`src/rtl/Bus.sv`:
```
`default_nettype none
// ============================================================================
//  Module      : Bus (package)
//  Description : OCP command/response encodings and a width helper shared by
//                the bus fabric blocks.
//  Revision    : 1.0 - initial release
// ============================================================================
package Bus;

    // OCP MCmd encodings
    typedef enum logic [2:0] {
        IDLE = 3'd0,
        WR   = 3'd1,
        RD   = 3'd2,
        RDEX = 3'd3,
        RDL  = 3'd4,
        WRNP = 3'd5,
        WRC  = 3'd6,
        BCST = 3'd7
    } Ocp_cmd;

    // OCP SResp encodings
    typedef enum logic [1:0] {
        NULL = 2'd0,
        DVA  = 2'd1,
        FAIL = 2'd2,
        ERR  = 2'd3
    } Ocp_resp;

    // Ceiling log2, never less than 1 so an index always has at least one bit
    function automatic int clog2(input int value);
        int r;
        int v;
        r = 0;
        v = value - 1;
        while (v > 0) begin
            r++;
            v = v >> 1;
        end
        if (r < 1) begin
            r = 1;
        end
        return r;
    endfunction

endpackage
`default_nettype wire

```
`src/rtl/ocp_arbiter.sv`:
```
`default_nettype none
// ============================================================================
//  Module      : ocp_arbiter
//  Description : Round-robin arbiter sharing one OCP slave among N_MASTERS
//                masters. One transaction in flight at a time; RDEX/RDL
//                with a DVA response locks the slave to the issuing master
//                until that master writes.
//  Revision    : 1.0 - initial release
// ============================================================================
module ocp_arbiter #(
    parameter int N_MASTERS  = 4,
    parameter int ADDR_WIDTH = 32,
    parameter int DATA_WIDTH = 32
) (
    input  logic                                  clk,
    input  logic                                  reset,
    input  logic [3*N_MASTERS-1:0]                m_mcmd,
    input  logic [ADDR_WIDTH*N_MASTERS-1:0]       m_maddr,
    input  logic [DATA_WIDTH*N_MASTERS-1:0]       m_mdata,
    output logic [N_MASTERS-1:0]                  m_scmdaccept,
    output logic [2*N_MASTERS-1:0]                m_sresp,
    output logic [DATA_WIDTH-1:0]                 m_sdata,
    output logic [2:0]                            s_mcmd,
    output logic [ADDR_WIDTH-1:0]                 s_maddr,
    output logic [DATA_WIDTH-1:0]                 s_mdata,
    input  logic                                  s_scmdaccept,
    input  logic [1:0]                            s_sresp,
    input  logic [DATA_WIDTH-1:0]                 s_sdata,
    output logic [Bus::clog2(N_MASTERS)-1:0]      grant,
    output logic                                  locked
);

    localparam int              c_gw       = Bus::clog2(N_MASTERS);
    localparam logic [c_gw-1:0] c_last_idx = c_gw'(N_MASTERS - 1);
    localparam logic [c_gw:0]   c_n        = (c_gw + 1)'(N_MASTERS);

    typedef enum logic [1:0] {
        ST_ARB  = 2'd0,
        ST_CMD  = 2'd1,
        ST_RESP = 2'd2,
        ST_LOCK = 2'd3
    } state_t;

    state_t          r_state;
    state_t          w_state_nxt;
    logic [c_gw-1:0] r_grant;
    logic [c_gw-1:0] w_grant_nxt;
    logic [c_gw-1:0] r_rr;
    logic [c_gw-1:0] w_rr_nxt;
    logic            r_locked;
    logic            w_locked_nxt;
    logic [2:0]      r_cmd;
    logic [2:0]      w_cmd_nxt;

    logic [2:0]            w_mcmd  [N_MASTERS];
    logic [ADDR_WIDTH-1:0] w_maddr [N_MASTERS];
    logic [DATA_WIDTH-1:0] w_mdata [N_MASTERS];
    logic [N_MASTERS-1:0]  w_req;

    logic            w_found;
    logic [c_gw-1:0] w_winner;
    logic [c_gw:0]   w_pos;
    logic [2:0]      w_gcmd;
    logic            w_posted;
    logic            w_rsp_valid;
    logic            w_lock_cmd;
    logic            w_wrnp_cmd;
    logic [c_gw-1:0] w_rr_inc;

    // Split the flat per-master buses into indexable slices
    generate
        for (genvar gi = 0; gi < N_MASTERS; gi++) begin : g_unpack
            assign w_mcmd[gi]  = m_mcmd[3*gi +: 3];
            assign w_maddr[gi] = m_maddr[ADDR_WIDTH*gi +: ADDR_WIDTH];
            assign w_mdata[gi] = m_mdata[DATA_WIDTH*gi +: DATA_WIDTH];
            assign w_req[gi]   = (m_mcmd[3*gi +: 3] != Bus::IDLE);
        end
    endgenerate

    // Round-robin search: first requester at or after the rr pointer, wrapping
    always_comb begin
        w_found  = 1'b0;
        w_winner = '0;
        w_pos    = '0;
        for (int k = 0; k < N_MASTERS; k++) begin
            w_pos = {1'b0, r_rr} + (c_gw + 1)'(k);
            if (w_pos >= c_n) begin
                w_pos = w_pos - c_n;
            end
            if (!w_found && w_req[w_pos[c_gw-1:0]]) begin
                w_found  = 1'b1;
                w_winner = w_pos[c_gw-1:0];
            end
        end
    end

    assign w_gcmd      = w_mcmd[r_grant];
    assign w_posted    = (w_gcmd == Bus::WR) || (w_gcmd == Bus::BCST);
    assign w_rsp_valid = (s_sresp != Bus::NULL);
    assign w_lock_cmd  = (r_cmd == Bus::RDEX) || (r_cmd == Bus::RDL);
    assign w_wrnp_cmd  = (r_cmd == Bus::WRNP) || (r_cmd == Bus::WRC);
    assign w_rr_inc    = (r_grant == c_last_idx) ? '0 : r_grant + 1'b1;

    // Read data is broadcast; only the granted master sees a non-NULL SResp
    assign m_sdata = s_sdata;
    assign grant   = r_grant;
    assign locked  = r_locked;

    // Next-state and slave/master-side outputs
    always_comb begin
        w_state_nxt  = r_state;
        w_grant_nxt  = r_grant;
        w_rr_nxt     = r_rr;
        w_locked_nxt = r_locked;
        w_cmd_nxt    = r_cmd;
        s_mcmd       = Bus::IDLE;
        s_maddr      = '0;
        s_mdata      = '0;
        m_scmdaccept = '0;
        m_sresp      = '0;

        case (r_state)
            ST_ARB: begin
                if (w_found) begin
                    w_grant_nxt = w_winner;
                    w_state_nxt = ST_CMD;
                end
            end

            ST_CMD: begin
                s_mcmd  = w_gcmd;
                s_maddr = w_maddr[r_grant];
                s_mdata = w_mdata[r_grant];
                if (s_scmdaccept && (w_gcmd != Bus::IDLE)) begin
                    if (w_posted) begin
                        if (r_locked && (w_gcmd == Bus::WR)) begin
                            // Owner's write releases the lock at accept
                            w_locked_nxt = 1'b0;
                            w_rr_nxt     = w_rr_inc;
                            w_state_nxt  = ST_ARB;
                        end else if (r_locked) begin
                            w_state_nxt = ST_LOCK;
                        end else begin
                            w_rr_nxt    = w_rr_inc;
                            w_state_nxt = ST_ARB;
                        end
                    end else begin
                        w_cmd_nxt   = w_gcmd;
                        w_state_nxt = ST_RESP;
                    end
                end
            end

            ST_RESP: begin
                if (w_rsp_valid) begin
                    if (w_lock_cmd && (s_sresp == Bus::DVA)) begin
                        w_locked_nxt = 1'b1;
                        w_state_nxt  = ST_LOCK;
                    end else if (r_locked && w_wrnp_cmd) begin
                        w_locked_nxt = 1'b0;
                        w_rr_nxt     = w_rr_inc;
                        w_state_nxt  = ST_ARB;
                    end else if (r_locked) begin
                        w_state_nxt = ST_LOCK;
                    end else begin
                        w_rr_nxt    = w_rr_inc;
                        w_state_nxt = ST_ARB;
                    end
                end
            end

            ST_LOCK: begin
                // Only the lock owner may proceed; everyone else stalls
                if (w_req[r_grant]) begin
                    w_state_nxt = ST_CMD;
                end
            end

            default: begin
                w_state_nxt = ST_ARB;
            end
        endcase

        for (int i = 0; i < N_MASTERS; i++) begin
            if ((r_state == ST_CMD) && (r_grant == c_gw'(i))) begin
                m_scmdaccept[i] = s_scmdaccept;
            end
            if ((r_state == ST_RESP) && (r_grant == c_gw'(i))) begin
                m_sresp[2*i +: 2] = s_sresp;
            end
        end

        // Quiet bus while reset is held, whatever state was left behind
        if (!reset) begin
            s_mcmd       = Bus::IDLE;
            s_maddr      = '0;
            s_mdata      = '0;
            m_scmdaccept = '0;
            m_sresp      = '0;
        end
    end

    // State register with synchronous active-low reset
    always_ff @(posedge clk) begin
        if (!reset) begin
            r_state  <= ST_ARB;
            r_grant  <= '0;
            r_rr     <= '0;
            r_locked <= 1'b0;
            r_cmd    <= Bus::IDLE;
        end else begin
            r_state  <= w_state_nxt;
            r_grant  <= w_grant_nxt;
            r_rr     <= w_rr_nxt;
            r_locked <= w_locked_nxt;
            r_cmd    <= w_cmd_nxt;
        end
    end

endmodule
`default_nettype wire

```
`config.mk`:
```
export PLATFORM = sky130hd
export DESIGN_NAME = ocp_arbiter
export DESIGN_NICKNAME = d
export VERILOG_FILES = /design/src/rtl/Bus.sv /design/src/rtl/ocp_arbiter.sv
export SDC_FILE = /design/constraint.sdc
export NUM_CORES = 1
export LEC_CHECK = 0
export CAP_MARGIN = 20
export CORE_AREA = 2 2 161 163
export CTS_BUF_LIST = sky130_fd_sc_hd__clkbuf_8 sky130_fd_sc_hd__clkbuf_16
export DETAILED_ROUTE_END_ITERATION = 12
export DIE_AREA = 0 0 163 165
export HOLD_SLACK_MARGIN = 0.06
export PLACE_DENSITY_LB_ADDON = 0.1
export SLEW_MARGIN = 25
export SYNTH_ARGS = -nofsm -noshare
export SYNTH_HDL_FRONTEND = slang
export SYNTH_SLANG_ARGS = --single-unit
```
`constraint.sdc`:
```
create_clock -name clk -period 2 [get_ports clk]
set_input_delay 0.4 -clock clk [delete_from_list [all_inputs] [get_ports clk]]
set_output_delay 0.4 -clock clk [all_outputs]
set_load 0.01 [all_outputs]
```
# Word-level counts from Yosys, hierarchy flattened
# Index checks and enable logic that the tools add are counted.
dict set report totals {
  in_bits 305
  ff_bits 10
  word_cells 154
  out_inout_bits 114
}
dict set report op_classes {
  reduce_logical 35
  order_cmp 10
  mux 73
  addsub 8
  eq_ne 21
  n_bitwise 2
}
# cell count
set op_table {}
lappend op_table {{$mux W32} 8}
lappend op_table {{$bmux W32 S2} 2}
lappend op_table {{$mux W2} 29}
lappend op_table {{$mux W1} 19}
lappend op_table {{$logic_and A1 B1 Y1} 15}
lappend op_table {{$lt A2 B3 Y1 const B} 5}
lappend op_table {{$reduce_bool A3 Y1} 5}
lappend op_table {{$ne A2 B2 Y1 const B} 7}
lappend op_table {{$eq A3 B3 Y1 const B} 4}
lappend op_table {{$ge A3 B3 Y1 const B} 4}
lappend op_table {{$mux W3} 4}
lappend op_table {{$bmux W1 S2} 5}
lappend op_table {{$eq A2 B2 Y1 const B} 4}
lappend op_table {{$mux W8} 1}
lappend op_table {{$pmux W2 S4} 1}
lappend op_table {{$sub A2 B1 Y2 const B} 4}
lappend op_table {{$add A2 B2 Y3 const B} 2}
lappend op_table {{$bmux W3 S2} 1}
lappend op_table {{$eq A2 B1 Y1 const B} 3}
lappend op_table {{$reduce_and A6 Y1} 1}
lappend op_table {{$reduce_and A5 Y1} 1}
lappend op_table {{$logic_not A2 Y1} 2}
lappend op_table {{$mux W4} 1}
lappend op_table {{$pmux W2 S2} 1}
lappend op_table {{other kinds (15)} 20}

# Depth between registers and ports, before layout
dict set report logic_depth {
  depth_word 16
  ltp_mapped 8
  ltp_nobuf 7
}

# Worst setup path before layout
# OpenSTA, ideal clock, no wires.
dict set report synth_path {
  kind {reg-to-output}
  startpoint {register r_grant[0] (netlist: grant[0])}
  endpoint {output port s_maddr[14]}
  slack_ns -0.294
  n_path_buf 2
  path_stages_with_launch 5
  t_arrival_ns 1.894
  t_required_ns 1.600
  path_cell_list {dfxtp_1 > buf_6 > buf_1 > mux4_2 > and2_1}
}
dict set report synth_via {
  elab_chain_cells 6
}
# element line
set synth_lines {}
lappend synth_lines {{start, declared} ocp_arbiter.sv:46} ;# logic [c_gw-1:0] r_grant;
lappend synth_lines {{start signal, assigned} ocp_arbiter.sv:213} ;# r_grant <= w_grant_nxt;
lappend synth_lines {{$not A2 Y3 (not written as such)} ocp_arbiter.sv:132} ;# s_maddr = w_maddr[r_grant];
lappend synth_lines {{$bmux W32 S2} ocp_arbiter.sv:132}
lappend synth_lines {{$mux W32 (not written as such) (2 in a row)} ocp_arbiter.sv:132}
lappend synth_lines {{$mux W32} ocp_arbiter.sv:122} ;# case (r_state)
lappend synth_lines {{$mux W32} ocp_arbiter.sv:194} ;# if (!reset) begin
lappend synth_lines {{end, declared} ocp_arbiter.sv:24} ;# output logic [ADDR_WIDTH-1:0] s_maddr,
# No other way between the ends. The select of a mux whose other input is x is not followed.

# Worst setup path in the final report
dict set report layout_path {
  startpoint {register r_grant[0] (netlist: grant[0])}
  endpoint {register r_rr[1]}
}
dict set report layout_via {
  elab_chain_cells 10
  word_cells_on_any_way 24
  cone_classes {1 x add/sub; 5 x eq/ne; 12 x mux; 1 x bitwise; 5 x reduce/logical}
}
# element line
set layout_lines {}
lappend layout_lines {{$not A2 Y3 (not written as such)} ocp_arbiter.sv:97} ;# assign w_gcmd = w_mcmd[r_grant];
lappend layout_lines {{$bmux W3 S2} ocp_arbiter.sv:97}
lappend layout_lines {{$mux W3 (not written as such) (2 in a row)} ocp_arbiter.sv:97}
lappend layout_lines {{$eq A3 B1 Y1} {ocp_arbiter.sv:98, ocp_arbiter.sv:136}}
lappend layout_lines {{$logic_and A1 B1 Y1} ocp_arbiter.sv:136} ;# if (r_locked && (w_gcmd == Bus::WR)) begin
lappend layout_lines {{$mux W2} ocp_arbiter.sv:136}
lappend layout_lines {{$mux W2} ocp_arbiter.sv:135} ;# if (w_posted) begin
lappend layout_lines {{$mux W2} ocp_arbiter.sv:134} ;# if (s_scmdaccept && (w_gcmd != Bus::IDLE)) begin
lappend layout_lines {{$pmux W2 S2} ocp_arbiter.sv:122}
lappend layout_lines {{end signal, assigned} ocp_arbiter.sv:214} ;# r_rr <= w_rr_nxt;
lappend layout_lines {{end, declared} ocp_arbiter.sv:48} ;# logic [c_gw-1:0] r_rr;
# Several ways; a longest one is shown, not always the timed one. The select of a mux whose other input is x is not followed.
# A chain may end at the register's enable or synchronous reset.

==> results.txt <==
----------------------------------------------------
[Worst hold path]
  Endpoint with the worst hold slack ... r_cmd[0]$_SDFFE_PN0P_
  Start point of the worst min-delay path ... r_cmd[0]$_SDFFE_PN0P_
  Depth of the worst hold-timing path ... 2
  Worst min-delay path class ... flop to flop

[Clock tree]
  Insertion delay of the later-clocked pin in the worst-skew pair ... between 0.2 and 0.3 ns
  Clock transition time at the flip-flop clock pins of the worst setup and hold paths ... ~0.050 ns
  TritonCTS Buffers ... 3
  TritonCTS Sinks ... 10
  Maximum root-to-sink buffer count ... 2
  Hold buffer count at cts ... 0
  Clock tree from TritonCTS ... built
  Maximum level of the CTS H-tree ... 1
  Master cell of the clock root buffer ... sky130_fd_sc_hd__clkbuf_16

[Synth]
  Synthesis-stage register bit count ... 10
  Leading register cell type out of synthesis ... sky130_fd_sc_hd__dfxtp_1
  Distinct cell type count of the synthesized netlist ... 47
  Number of cells produced by synthesis ... 325
  Mean post-synth cell area ... 10.11 um^2
  Cell Area, Synth ... between 3000 and 4000 um^2
  EDFF count, synth ... 0
  Part of the Yosys area used for sequential elements ... 0.06091
  Post-synth net total ... approximately 640
  Synthesis Warnings ... 0
  FFs w/ async S/R, synth ... 0

[Layout]
  Area overhead of the layout relative to synthesis ... 162.2%
  Commonest cells after routing, fill and taps aside ... 273 x sky130_fd_sc_hd__clkdlybuf4s50_1, 99 x sky130_fd_sc_hd__buf_6, 67 x sky130_fd_sc_hd__mux4_2
  # nets final ... 1045
  Most common library cell in the layout ignoring fill and taps ... sky130_fd_sc_hd__clkdlybuf4s50_1
  Proportion of layout cells with a drive suffix above 1 ... 0.4774

[Critical path]
  Worst flop-to-flop path endpoint ... r_rr[1]$_SDFFE_PN0P_
  Cells along the critical path ... buf_12 -> buf_12 -> mux4_2 -> buf_6 -> or3b_4 -> o211ai_4 -> a311oi_2 -> a41o_1
  Slowest library cell on the worst path ... sky130_fd_sc_hd__mux4_2
  Required time at the endpoint of the critical path ... 2.14 ns
  Most used cell along the critical path ... sky130_fd_sc_hd__buf_12
  Class of the most critical setup path ... flop to flop
  Arrival time of the worst setup path ... 2.51 ns
  Crit path largest cell delay ... around 0.51 ns
  CP endpoint kind ... flop
  Worst-path fanout max ... 5
  Reg-to-reg slack, setup ... -0.37 ns
  R2R cell count ... 8
  FF-to-FF Start ... grant[0]$_SDFFE_PN0P_
  Startpoint kind of the worst setup timing path ... flop

[STA]
  Final worst-path cycle share ... 1.185
  Worst slew pin tran ... between 0.4 and 0.5 ns
  Final Hold Slack ... 0.5674 ns
  Final count of negative-setup-slack endpoints ... 87
  Worst slew margin relative to its limit ... 0.6779
  Fmax ... 421.8 MHz
  Post-Route Skew ... 0.001367 ns
  RSZ-0062 raised after global routing ... true
  Final critical delay including setup and external delays ... 2.371 ns
  Final Hold Fails ... 0
  Max-slew violation count ... 0
  Setup ws final ... -0.3707 ns

[Power and ir drop]
  Peak supply drop ... 0.2522 mV
  Cell leakage power ... 0.003329 uW
  Tot Pwr ... approximately 4000 uW
  Power density normalized to cell area ... 464.4 nW/um^2

[Floorplanning]
  Vert. Die Dim ... between 150 and 200 um
  Count of standard-cell rows ... 58
  Core footprint ... around 25000 um^2
  Width of the die ... 163 um
  Starting density of the core ... 0.1313
  Total Die Area ... 26900 um^2
  Top-level port count ... 419

[Routing]
  Initial DRC count ... 191
  DRC violations left ... 0
  Total wire length ... 20810 um
  Detailed Routing Iterations Pass 1 ... 6
  Post-detailed-route count of antenna-violating nets ... 0
  Vias per inst ... 4.169
  Count of vias placed by the detailed router ... 4432
  Wirelength per Cell ... 19.58 um

[Global routing]
  GRT Total Usage ... 0.1428
  Largest net degree at the start of global routing ... 36
  Number of antenna violations at the first check in global routing ... 2
  Via count of the first global-routing pass ... roughly 4700
  Wire length of the first global-routing pass ... 29010 um
  Total congestion overflow after global routing ... 0

[Place]
  Count of buffers from port buffering ... approximately 350
  Final RePlAce weighted congestion ... 0.8266
  HPWL after DPL ... 16770 um

[Status]
  Violated checks ... setup timing
  Outcome ... finished with violations

[Flow run]
  Max cap viols ... 0

----------------------------------------------------
power by group:
group / switching, uW / internal [uW]
clock network: 125 / 304
registers: 41.5 / 230
logic: 1120 / 2180
worst max-delay path, delay by kind of cell (launching register included):
kind            cells  cell delay, ns
flops               1            0.37
buf+inv             3            0.37
mux                 1            0.51
compound gates      3            0.58
simple gates        1            0.44
final cells by class:
| type | count | area [um^2] |
|---|---|---|
| diodes | 2 | 5.005 |
| clock buffers | 4 | 88.84 |
| fillers | 2546 | 16420 |
| inverters | 10 | 45.04 |
| multi-input cells | 245 | 3024 |
| flip-flops and latches | 10 | 207.7 |
| well taps | 330 | 412.9 |
| repair buffers | 462 | 4835 |
logic make-up after synthesis:
| logic type | synth area share |
|---|---|
| fa+ha+maj | 0.03045 |
| simple gates | 0.2261 |
| flops | 0.06091 |
| buf+inv | 0.1203 |
| xor+xnor | 0.005330 |
| mux | 0.4713 |
| compound gates | 0.08565 |
state kept, by name (all words and copies together), names as in the netlist:
signal	cells
r_cmd	3
locked	1
grant	2
r_rr	2
r_state	2
routing by layer:
| layer | vias to the layer above | track usage | part of all wire |
|---|---|---|---|
| li1 | 2048 | - | - |
| met1 | 2134 | 0.1671 | 0.38 |
| met2 | 227 | 0.2712 | 0.53 |
| met3 | 23 | 0.03240 | 0.076 |
| met4 | 0 | 0.01770 | 0.014 |
| met5 | - | 0 | 0 |
cells in the mapped netlist (2+ instances only):
cell | instances | area share
sky130_fd_sc_hd__a21oi_1 | 9 | 0.014
sky130_fd_sc_hd__a31oi_1 | 2 | 0.0038
sky130_fd_sc_hd__a41o_1 | 2 | 0.0061
sky130_fd_sc_hd__and2_1 | 69 | 0.13
sky130_fd_sc_hd__and3_1 | 12 | 0.023
sky130_fd_sc_hd__and3b_1 | 2 | 0.0053
sky130_fd_sc_hd__buf_1 | 5 | 0.0057
sky130_fd_sc_hd__buf_2 | 4 | 0.0061
sky130_fd_sc_hd__buf_4 | 32 | 0.073
sky130_fd_sc_hd__clkbuf_1 | 18 | 0.021
sky130_fd_sc_hd__dfxtp_1 | 10 | 0.061
sky130_fd_sc_hd__ha_1 | 8 | 0.030
sky130_fd_sc_hd__inv_1 | 9 | 0.010
sky130_fd_sc_hd__mux2i_1 | 4 | 0.012
sky130_fd_sc_hd__mux4_2 | 67 | 0.46
sky130_fd_sc_hd__nand2_1 | 10 | 0.011
sky130_fd_sc_hd__nand3_1 | 3 | 0.0046
sky130_fd_sc_hd__nand4_1 | 2 | 0.0038
sky130_fd_sc_hd__nor2_1 | 9 | 0.010
sky130_fd_sc_hd__nor3_1 | 5 | 0.0076
sky130_fd_sc_hd__nor3b_1 | 2 | 0.0046
sky130_fd_sc_hd__o2111ai_1 | 4 | 0.011
sky130_fd_sc_hd__o211ai_1 | 2 | 0.0046
sky130_fd_sc_hd__o21a_1 | 3 | 0.0069
sky130_fd_sc_hd__o21ai_0 | 6 | 0.0091
sky130_fd_sc_hd__o21ai_1 | 2 | 0.0030
sky130_fd_sc_hd__or3_1 | 4 | 0.0076
through the flow:
step                cell area [um^2]  cells  setup TNS (ns)    util  setup slack (ns)
floorplan                       3307    325        -0.04817       -          -0.03601
global placement                7375    998          -43.41  0.2946           -0.5635
detailed placement              7375    998          -44.11  0.2946           -0.5567
CTS                             8105   1050          -14.68  0.3237           -0.3607
global route                    8613   1061          -20.08  0.3440           -0.4223
finish                          8618   1063          -16.16  0.3442           -0.3707
worst max-delay path by stage:
stage	endpoint	startpoint	cells past startpoint	slack, ns
global route	r_rr[1]$_SDFFE_PN0P_	grant[0]$_SDFFE_PN0P_	8	-0.42
CTS	r_rr[1]$_SDFFE_PN0P_	grant[0]$_SDFFE_PN0P_	8	-0.36
detailed placement	s_maddr[13]	reset	5	-0.56
floorplan	r_rr[1]$_SDFFE_PN0P_	grant[0]$_SDFFE_PN0P_	6	-0.04
finish	r_rr[1]$_SDFFE_PN0P_	grant[0]$_SDFFE_PN0P_	8	-0.37
global placement	s_maddr[13]	reset	5	-0.56
timing repair:
action | 4_1_cts | 5_1_grt
gates cloned | 6 | 0
pin swaps | 44 | 38
gates resized for setup | 423 | 125
setup endpoints to repair | 88 | 82
setup buffers | 42 | 17
Note: power is estimated with default switching activity, not from simulation.
